`src/rtl/spi_pkg.sv`:
```
// SPI master shared types: opcodes, widths, FSM state encoding.
// Used by spi_master_ctrl and spi_master_shifter.
package spi_pkg;

  localparam int FRAME_W = 10;
  localparam int DATA_W  = 8;

  localparam logic [1:0] OP_WR_ADDR = 2'b00;
  localparam logic [1:0] OP_WR_DATA = 2'b01;
  localparam logic [1:0] OP_RD_ADDR = 2'b10;
  localparam logic [1:0] OP_RD_DATA = 2'b11;

  typedef enum logic [2:0] {
    S_IDLE,
    S_CMD,
    S_SHIFT,
    S_WAIT,
    S_READ,
    S_GAP
  } state_e;

endpackage

```
`src/rtl/spi_master_shifter.sv`:
```
// SPI master datapath: 10-bit MOSI shift-out, 8-bit MISO shift-in,
// and the shared saturating down-counter used by every FSM phase.
module spi_master_shifter
  import spi_pkg::*;
(
  input  logic               clk,
  input  logic               rst_n,
  input  logic               load,
  input  logic [FRAME_W-1:0] din,
  input  logic               shift_en,
  input  logic               sample_en,
  input  logic               miso,
  input  logic               cnt_ld,
  input  logic [3:0]         cnt_val,
  output logic               mosi_bit,
  output logic [3:0]         cnt,
  output logic [DATA_W-1:0]  sin_nxt
);

  logic [FRAME_W-1:0] sout_q, sout_d;
  logic [DATA_W-1:0]  sin_q, sin_d;
  logic [3:0]         cnt_q, cnt_d;

  assign mosi_bit = sout_q[FRAME_W-1];
  assign cnt      = cnt_q;
  assign sin_nxt  = {sin_q[DATA_W-2:0], miso};

  // next values: load/shift, sample, count down and hold at zero
  always_comb begin
    sout_d = sout_q;
    if (load)
      sout_d = din;
    else if (shift_en)
      sout_d = {sout_q[FRAME_W-2:0], 1'b0};
    sin_d = sample_en ? sin_nxt : sin_q;
    cnt_d = cnt_q;
    if (cnt_ld)
      cnt_d = cnt_val;
    else if (cnt_q != 4'd0)
      cnt_d = cnt_q - 4'd1;
  end

  // datapath registers
  always_ff @(posedge clk or negedge rst_n) begin
    if (!rst_n) begin
      sout_q <= '0;
      sin_q  <= '0;
      cnt_q  <= '0;
    end else begin
      sout_q <= sout_d;
      sin_q  <= sin_d;
      cnt_q  <= cnt_d;
    end
  end

endmodule

```
`src/rtl/spi_master_ctrl.sv`:
```
// SPI master controller: host handshake, frame FSM, read-byte return.
// Optional SPI_MASTER_ABORT_EN adds an abort input that cuts a frame to GAP.
module spi_master_ctrl
  import spi_pkg::*;
#(
  parameter int MISO_LAT   = 3,
  parameter int GAP_CYCLES = 1
) (
  input  logic                clk,
  input  logic                rst_n,
`ifdef SPI_MASTER_ABORT_EN
  input  logic                abort,
`endif
  input  logic                cmd_valid,
  input  logic [FRAME_W-1:0]  cmd_data,
  output logic                cmd_ready,
  output logic                SS_n,
  output logic                MOSI,
  input  logic                MISO,
  output logic                rd_valid,
  output logic [DATA_W-1:0]   rd_data,
  output logic                busy
);

  localparam logic [3:0] LAT_LD = 4'(MISO_LAT - 1);
  localparam logic [3:0] GAP_LD = 4'(GAP_CYCLES - 1);

  state_e state_q, state_d;

  logic              abort_w;
  logic              xfer;
  logic              last;
  logic              active;
  logic              load, shift_en, sample_en;
  logic              cnt_ld;
  logic [3:0]        cnt_val, cnt;
  logic              mosi_bit;
  logic [DATA_W-1:0] sin_nxt;

  logic              op_rd_q, op_rd_d;
  logic              rd_valid_q, rd_valid_d;
  logic [DATA_W-1:0] rd_data_q, rd_data_d;
  logic              rdy_en_q, rdy_en_d;
  logic              done;

`ifdef SPI_MASTER_ABORT_EN
  assign abort_w = abort;
`else
  assign abort_w = 1'b0;
`endif

  assign xfer   = cmd_valid && cmd_ready;
  assign last   = (cnt == 4'd0);
  assign active = (state_q == S_CMD) || (state_q == S_SHIFT) ||
                  (state_q == S_WAIT) || (state_q == S_READ);

  // state register
  always_ff @(posedge clk or negedge rst_n) begin
    if (!rst_n)
      state_q <= S_IDLE;
    else
      state_q <= state_d;
  end

  // next-state logic
  always_comb begin
    state_d = state_q;
    unique case (state_q)
      S_IDLE:  if (xfer) state_d = S_CMD;
      S_CMD:   state_d = S_SHIFT;
      S_SHIFT: if (last) state_d = op_rd_q ? S_WAIT : S_GAP;
      S_WAIT:  if (last) state_d = S_READ;
      S_READ:  if (last) state_d = S_GAP;
      S_GAP:   if (last) state_d = S_IDLE;
      default: state_d = S_IDLE;
    endcase
    if (abort_w && active)
      state_d = S_GAP;
  end

  // outputs and datapath strobes; counter reloads on every state change
  always_comb begin
    SS_n      = 1'b1;
    MOSI      = 1'b0;
    busy      = (state_q != S_IDLE);
    cmd_ready = (state_q == S_IDLE) && rdy_en_q;
    load      = xfer;
    shift_en  = (state_q == S_SHIFT);
    sample_en = (state_q == S_READ);
    cnt_ld    = (state_d != state_q);
    unique case (state_q)
      S_CMD, S_SHIFT: begin
        SS_n = 1'b0;
        MOSI = mosi_bit;
      end
      S_WAIT, S_READ: SS_n = 1'b0;
      default: ;
    endcase
    unique case (state_d)
      S_SHIFT: cnt_val = 4'd9;
      S_WAIT:  cnt_val = LAT_LD;
      S_READ:  cnt_val = 4'd7;
      S_GAP:   cnt_val = GAP_LD;
      default: cnt_val = 4'd0;
    endcase
  end

  // read tracking: opcode latch, completed byte, one-cycle valid
  always_comb begin
    op_rd_d    = xfer ? (cmd_data[9:8] == OP_RD_DATA) : op_rd_q;
    done       = (state_q == S_READ) && last && !abort_w;
    rd_valid_d = done;
    rd_data_d  = done ? sin_nxt : rd_data_q;
    rdy_en_d   = 1'b1;
  end

  // read tracking registers
  always_ff @(posedge clk or negedge rst_n) begin
    if (!rst_n) begin
      op_rd_q    <= 1'b0;
      rd_valid_q <= 1'b0;
      rd_data_q  <= '0;
      rdy_en_q   <= 1'b0;
    end else begin
      op_rd_q    <= op_rd_d;
      rd_valid_q <= rd_valid_d;
      rd_data_q  <= rd_data_d;
      rdy_en_q   <= rdy_en_d;
    end
  end

  assign rd_valid = rd_valid_q;
  assign rd_data  = rd_data_q;

  spi_master_shifter u_shifter (
    .clk       (clk),
    .rst_n     (rst_n),
    .load      (load),
    .din       (cmd_data),
    .shift_en  (shift_en),
    .sample_en (sample_en),
    .miso      (MISO),
    .cnt_ld    (cnt_ld),
    .cnt_val   (cnt_val),
    .mosi_bit  (mosi_bit),
    .cnt       (cnt),
    .sin_nxt   (sin_nxt)
  );

endmodule

```
`config.mk`:
```
export PLATFORM = sky130hd
export DESIGN_NAME = spi_master_ctrl
export DESIGN_NICKNAME = d
export VERILOG_FILES = /design/src/rtl/spi_pkg.sv /design/src/rtl/spi_master_shifter.sv /design/src/rtl/spi_master_ctrl.sv
export SDC_FILE = /design/constraint.sdc
export NUM_CORES = 1
export LEC_CHECK = 0
export ABC_CLOCK_PERIOD_IN_PS = 5200
export BUFFER_PORTS_ARGS = -buffer_cell sky130_fd_sc_hd__buf_2
export CORE_ASPECT_RATIO = 1.5
export CORE_MARGIN = 2
export CORE_UTILIZATION = 59
export DETAILED_ROUTE_END_ITERATION = 8
export PLACE_DENSITY = 0.83
export SYNTH_ARGS = -nofsm -noshare
export SYNTH_HDL_FRONTEND = slang
export SYNTH_HIERARCHICAL = 1
export SYNTH_SLANG_ARGS = --single-unit
```
`constraint.sdc`:
```
create_clock -name clk -period 5.2 [get_ports clk]
set_clock_uncertainty 0.2 [all_clocks]
set_input_delay 1.04 -clock clk [delete_from_list [all_inputs] [get_ports clk]]
set_output_delay 1.04 -clock clk [all_outputs]
set_load 0.05 [all_outputs]
```
Yosys cells after proc, flatten, opt, wreduce, memory -nomap -nowiden. Cells that the tools add are included.

Flip-flop bits (word level): 35. Input port bits: 14. Output and inout bits: 13. Word-level logic and storage cells: 44.

$add $sub $neg: 1. Eq/ne operators: 10. Multiplexer cells: 14. Reductions and logical operators: 11.

Operators with widths (number): $mux 10 (2); $mux 3 (6); $pmux 3 s6 (1); $eq 3x2->1 const B (4); $pmux 4 s3 (1); $eq 3x3->1 const B (3); $mux 4 (2); $logic_not 4->1 (1); $reduce_bool 2->1 (2); $reduce_bool 4->1 (1); $reduce_or 4->1 (1); $sub 4x1->4 const B (1); $eq 3x1->1 const B (1); $logic_and 1x1->1 (3); $logic_not 3->1 (1); $ne 3x3->1 (1); $reduce_bool 3->1 (1); $eq 2x2->1 const B (1); $mux 1 (2); $reduce_or 2->1 (1).

Logic depth before layout (Yosys ltp).
Depth after elaboration: 8. Mapped depth: 8. Depth with buffers taken out: 5.

By module. The synthesis kept the hierarchy.

By module, submodules not included: spi_master_shifter (instances 1, cells each 85, area each 977.2 µm²); spi_master_ctrl (instances 1, cells each 73, area each 730.7 µm²).

Least setup slack after synthesis. OpenSTA, ideal clock, no wires.

Path kind: reg-to-output. Start: register state_q[0]. End: output MOSI. Arrival: 2.105 ns. Setup slack: 1.855 ns. Cell stages (with the launch flop): 5. Path buffers: 2. Cell sequence: dfrtp_1 clkbuf_1 clkbuf_1 xnor2_1 nor3b_1.

Longest elaborated chain between the ends: 3. Elaborated cells between the ends (all ways): 4. Those cells by class: 2 x eq/ne; 1 x mux; 1 x reduce/logical.

Ends and longest elaborated chain: from (decl) (line spi_master_ctrl.sv:28) `state_e state_q, state_d;`; from (signal assigned) (line spi_master_ctrl.sv:62) `state_q <= state_d;`; $eq 3x2->1 or $eq 3x1->1 (tied branches) (line spi_master_ctrl.sv:91) `unique case (state_q)`; $reduce_or 2->1 * (line spi_master_ctrl.sv:91); $mux 1 * (line spi_master_ctrl.sv:91); to (decl) (line spi_master_ctrl.sv:18) `output logic MOSI,`.

Mark *: on every way between the ends. The rest lies on a longest branch, timed or not.

Worst setup path after layout.
Start: register state_q[0]. End: output SS_n.

Longest elaborated chain between the ends: 3. Elaborated cells between the ends (all ways): 6. Those cells by class: 4 x eq/ne; 1 x mux; 1 x reduce/logical.

Ends and longest elaborated chain: $eq 3x2->1, or another cell as far along (line spi_master_ctrl.sv:91); $reduce_or 4->1 (no line) *; $mux 1 * (line spi_master_ctrl.sv:91); to (decl) (line spi_master_ctrl.sv:17) `output logic SS_n,`.

Marks and branches as above.

==> summary.md <==
| Metric | Value |
|---|---|
| Vias/cell | about 5.4 |
| Clock tree from TritonCTS | built |
| Synth Area in Compound Gates | between 10 and 15% |
| Reg-to-reg endpoint | rd_data[1]$_DFFE_PN0P_ |
| Main combinational cell family by area after synthesis | multiplexers |
| Aggregate global routing overflow | 0 |
| H-Tree Depth | 2 |
| Peak VDD IR | 0.4806 mV |
| Synth Area in Simple Gates | ~14% |
| ANT cells | 0 |
| Initial Util | between 60 and 70% |
| Max Cap Viol | 0 |
| Synthesis-stage register bit count | 35 |
| Lkg Pwr | roughly 0.9 nW |
| Placer Congestion | 0.7805 |
| Inserted Clock Buffers | 5 |
| CP Launch Type | register |
| Syn Inst Count | 158 |
| Finished Core Util | between 70% and 80% |
| Fin crit period | approximately 2.9 ns |
| Postcts setup bufs | 0 |
| Num Clock Sinks | 35 |
| Worst path slowest cell | dfrtp_1 |
| Number of distinct library cells after synthesis | 37 |
| Placed cell count | about 210 |
| Slowest stage delay, CP | 0.55 ns |
| Synthesized cell area | roughly 1700 um^2 |
| Gr busiest metal | met2 |
| Worst Tran Pin Value | roughly 1.3 ns |
| Die height | 69.90 um |
| Critical Path RT | 3.96 ns |
| CP startpoint | state_q[0]$_DFF_PN0_ |
| Pin count of the biggest net entering global routing | 36 |
| I/O pin total | 27 |
| Tcrit/Tclk final | approximately 55% |
| Nets | 197 |
| Clk Latency, worst-skew pair | between 0.2 and 0.3 ns |
| P&R area growth vs syn | 12.67% |
| Worst R2R Start | state_q[0]$_DFF_PN0_ |
| Initial drt markers | 21 |
| Clock Path Buffers | 2 |
| Die Footprint | between 3000 and 4000 um^2 |
| Crit Path Class | register to output pin |
| Total Wirelength | 3006 um |
| Crit-path max FO | 16 |
| Setup tns final | 0 ns |
| Cts hold-fix bufs | 0 |
| First-pass GRT wire length | 5112 um |
| Post-synthesis sequential area ratio | approximately half |
| Avg Synthesized Cell Area | ~11 um^2 |
| Total GRT Usage | 21.21% |
| GR Util met3 | 7.235% |
| Final Hold Viols | 0 |
| Commonest non-fill, non-tap cell in the layout | dfrtp_1 |
| R2R Setup Slk | ~2.5 ns |
| Xor/xnor cell area share of the yosys netlist | 1.538% |
| DRC violations left | 0 |
| Routed length per placed instance | between 10 and 15 um |
| Cell area power density | 635.9 nW/um^2 |
| Root buffer cell | clkbuf_8 |
| Worst reg-to-reg path cell count | 3 |
| Clock slew at reported path FFs | approximately 0.070 ns |
| Vias in the first global route | 1156 |
| Detailed-placement wirelength estimate | about 2200 um |
| Post-cts sizing count | 0 |
| CP Cell Sequence | nor3_1 > inv_1 > nand2_1 > buf_2 |
| I/O Buffers | 26 |
| DR pass1 iterations | 4 |
| Via count | 1179 |
| Final setup viols | 0 |
| Share of cells above drive strength 1 | a little over a quarter |
| Mux share of post-synthesis cell area | 16.04% |
| Post-route ant nets | 0 |
| Post-Synth Adder-Cell Area | 1.465% |
| Met1 usage | 24.05% |
| Site Rows | 23 |
| Crit path capture type | output pin |
| Post-Layout Cell Count | approximately 220 |
| Hold Path Class | register to register |
| RSZ-0062 raised after global routing | false |
| Synthesis warning total | 6 |
| Outcome | finished clean |
| Most frequent cells in the layout | dfrtp_1, buf_2, nand2_1 |
| Die span in x | 47.93 um |
| Antenna violations before repair | 0 |
| Fmax | between 0.3 and 0.4 GHz |
| Worst Hold Margin | roughly 0.3 ns |
| Data arrival, critical path | 1.62 ns |
| CORE AREA | 2705 um^2 |
| Relative slew slack | about 13% |
| Worst Setup EP | SS_n |
| Syn_nets | between 150 and 200 |
| Final Max Tran Viols | 0 |
| Grt met2 use | 34.81% |
==> final cells by class <==
cell class              count  area (um^2)
multi-input cells         107        760.7
flip-flops and latches     35        875.8
clock buffers               6        72.57
inverters                   5        18.77
repair buffers             27        137.6
well taps                  37        46.29
clock inverters             2        12.51
fillers                   221        780.7
==> sequential cells by signal (all words and copies together), names as in the netlist <==
name / cells
rdy_en_q: 1
op_rd_q: 1
state_q: 3
u_shifter/sout_q: 10
u_shifter/sin_q: 7
u_shifter/cnt: 4
rd_valid: 1
rd_data: 8
==> where the power goes <==
part	leakage (nW)	total (mW)	internal [mW]	switching, mW
clock	0.0412	0.191	0.0935	0.0975
sequential	0.454	0.472	0.373	0.0995
combinational	0.430	0.561	0.225	0.336
==> Yosys cell counts <==
| cell type | number | area, um^2 |
|---|---|---|
| and2_1 | 1 | 6.260 |
| clkbuf_1 | 4 | 15.01 |
| mux2i_1 | 9 | 90.09 |
| a221o_1 | 1 | 10.01 |
| mux2_1 | 7 | 78.83 |
| xor2_1 | 1 | 8.760 |
| nand3_1 | 1 | 5.000 |
| buf_2 | 4 | 20.02 |
| nor2_1 | 3 | 11.26 |
| nand2_1 | 19 | 71.32 |
| xnor2_1 | 2 | 17.52 |
| o21ai_1 | 12 | 60.06 |
| clkbuf_2 | 2 | 10.01 |
| nor3b_4 | 1 | 18.77 |
| o21a_1 | 1 | 7.510 |
| a21oi_1 | 4 | 20.02 |
| dfrtp_1 | 35 | 875.8 |
| o21ai_0 | 8 | 40.04 |
| mux2_4 | 1 | 15.01 |
| a221o_2 | 1 | 11.26 |
| a32oi_1 | 1 | 8.760 |
| o21ai_2 | 2 | 17.52 |
| ha_1 | 2 | 25.02 |
| nor3b_1 | 4 | 30.03 |
| o41ai_1 | 1 | 8.760 |
| inv_1 | 5 | 18.77 |
| nand2b_1 | 4 | 25.02 |
| conb_1 | 1 | 3.750 |
| nor3_1 | 4 | 20.02 |
| a21o_1 | 1 | 7.510 |
| nand3b_1 | 1 | 7.510 |
| nor2b_1 | 3 | 18.77 |
| or3_1 | 1 | 6.260 |
| nor4_2 | 1 | 12.51 |
| or4_1 | 1 | 7.510 |
| mux2_2 | 8 | 90.09 |
| buf_4 | 1 | 7.510 |
==> critical path: cells and delay by family, from the launching register on <==
kind	cells	cell delay, ns
buf+inv	2	0.37
flops	1	0.55
simple gates	2	0.42
==> cells by family (layout without fill, tap and decap cells) <==
kind of cell / after synthesis / after routing
AOI/OAI and AO/OA: 32 / 32
xor gates and xnor gates: 3 / 3
and+or+nand+nor: 44 / 44
adders and majority gates: 2 / 2
DFF: 35 / 35
other: 1 / 1
muxes: 25 / 25
buffers and inverters: 16 / 40
==> stage by stage <==
step | setup WS [ns] | power, mW | cell area [um^2]
floorplan | 1.855 | 0.9271 | 1708
global placement | 2.638 | 1.011 | 1839
detailed placement | 2.507 | 1.041 | 1839
CTS | 2.336 | 1.234 | 1924
global route | 2.238 | 1.315 | 1924
finish | 2.343 | 1.224 | 1924
==> worst min-delay path by stage <==
| stage | startpoint | to | slack, ns | cells after the start |
|---|---|---|---|---|
| finish | rd_data[4]$_DFFE_PN0P_ | rd_data[4]$_DFFE_PN0P_ | 0.30 | 1 |
| global route | rd_data[6]$_DFFE_PN0P_ | rd_data[6]$_DFFE_PN0P_ | 0.32 | 1 |
| CTS | rd_data[4]$_DFFE_PN0P_ | rd_data[4]$_DFFE_PN0P_ | 0.31 | 1 |
| detailed placement | rd_data[4]$_DFFE_PN0P_ | rd_data[4]$_DFFE_PN0P_ | 0.29 | 1 |
| global placement | u_shifter/sin_q[6]$_DFFE_PN0P_ | u_shifter/sin_q[6]$_DFFE_PN0P_ | 0.27 | 1 |
| floorplan | u_shifter/sin_q[6]$_DFFE_PN0P_ | u_shifter/sin_q[6]$_DFFE_PN0P_ | 0.25 | 1 |
==> layer usage <==
metal | vias to the layer above | share of wire [%] | wire (um)
li1 | 591 | - | -
met1 | 564 | 41 | 1226
met2 | 19 | 53 | 1604
met3 | 5 | 4.1 | 122
met4 | 0 | 1.7 | 52
met5 | - | 0 | 0
Note: power is estimated with default switching activity, not from simulation.
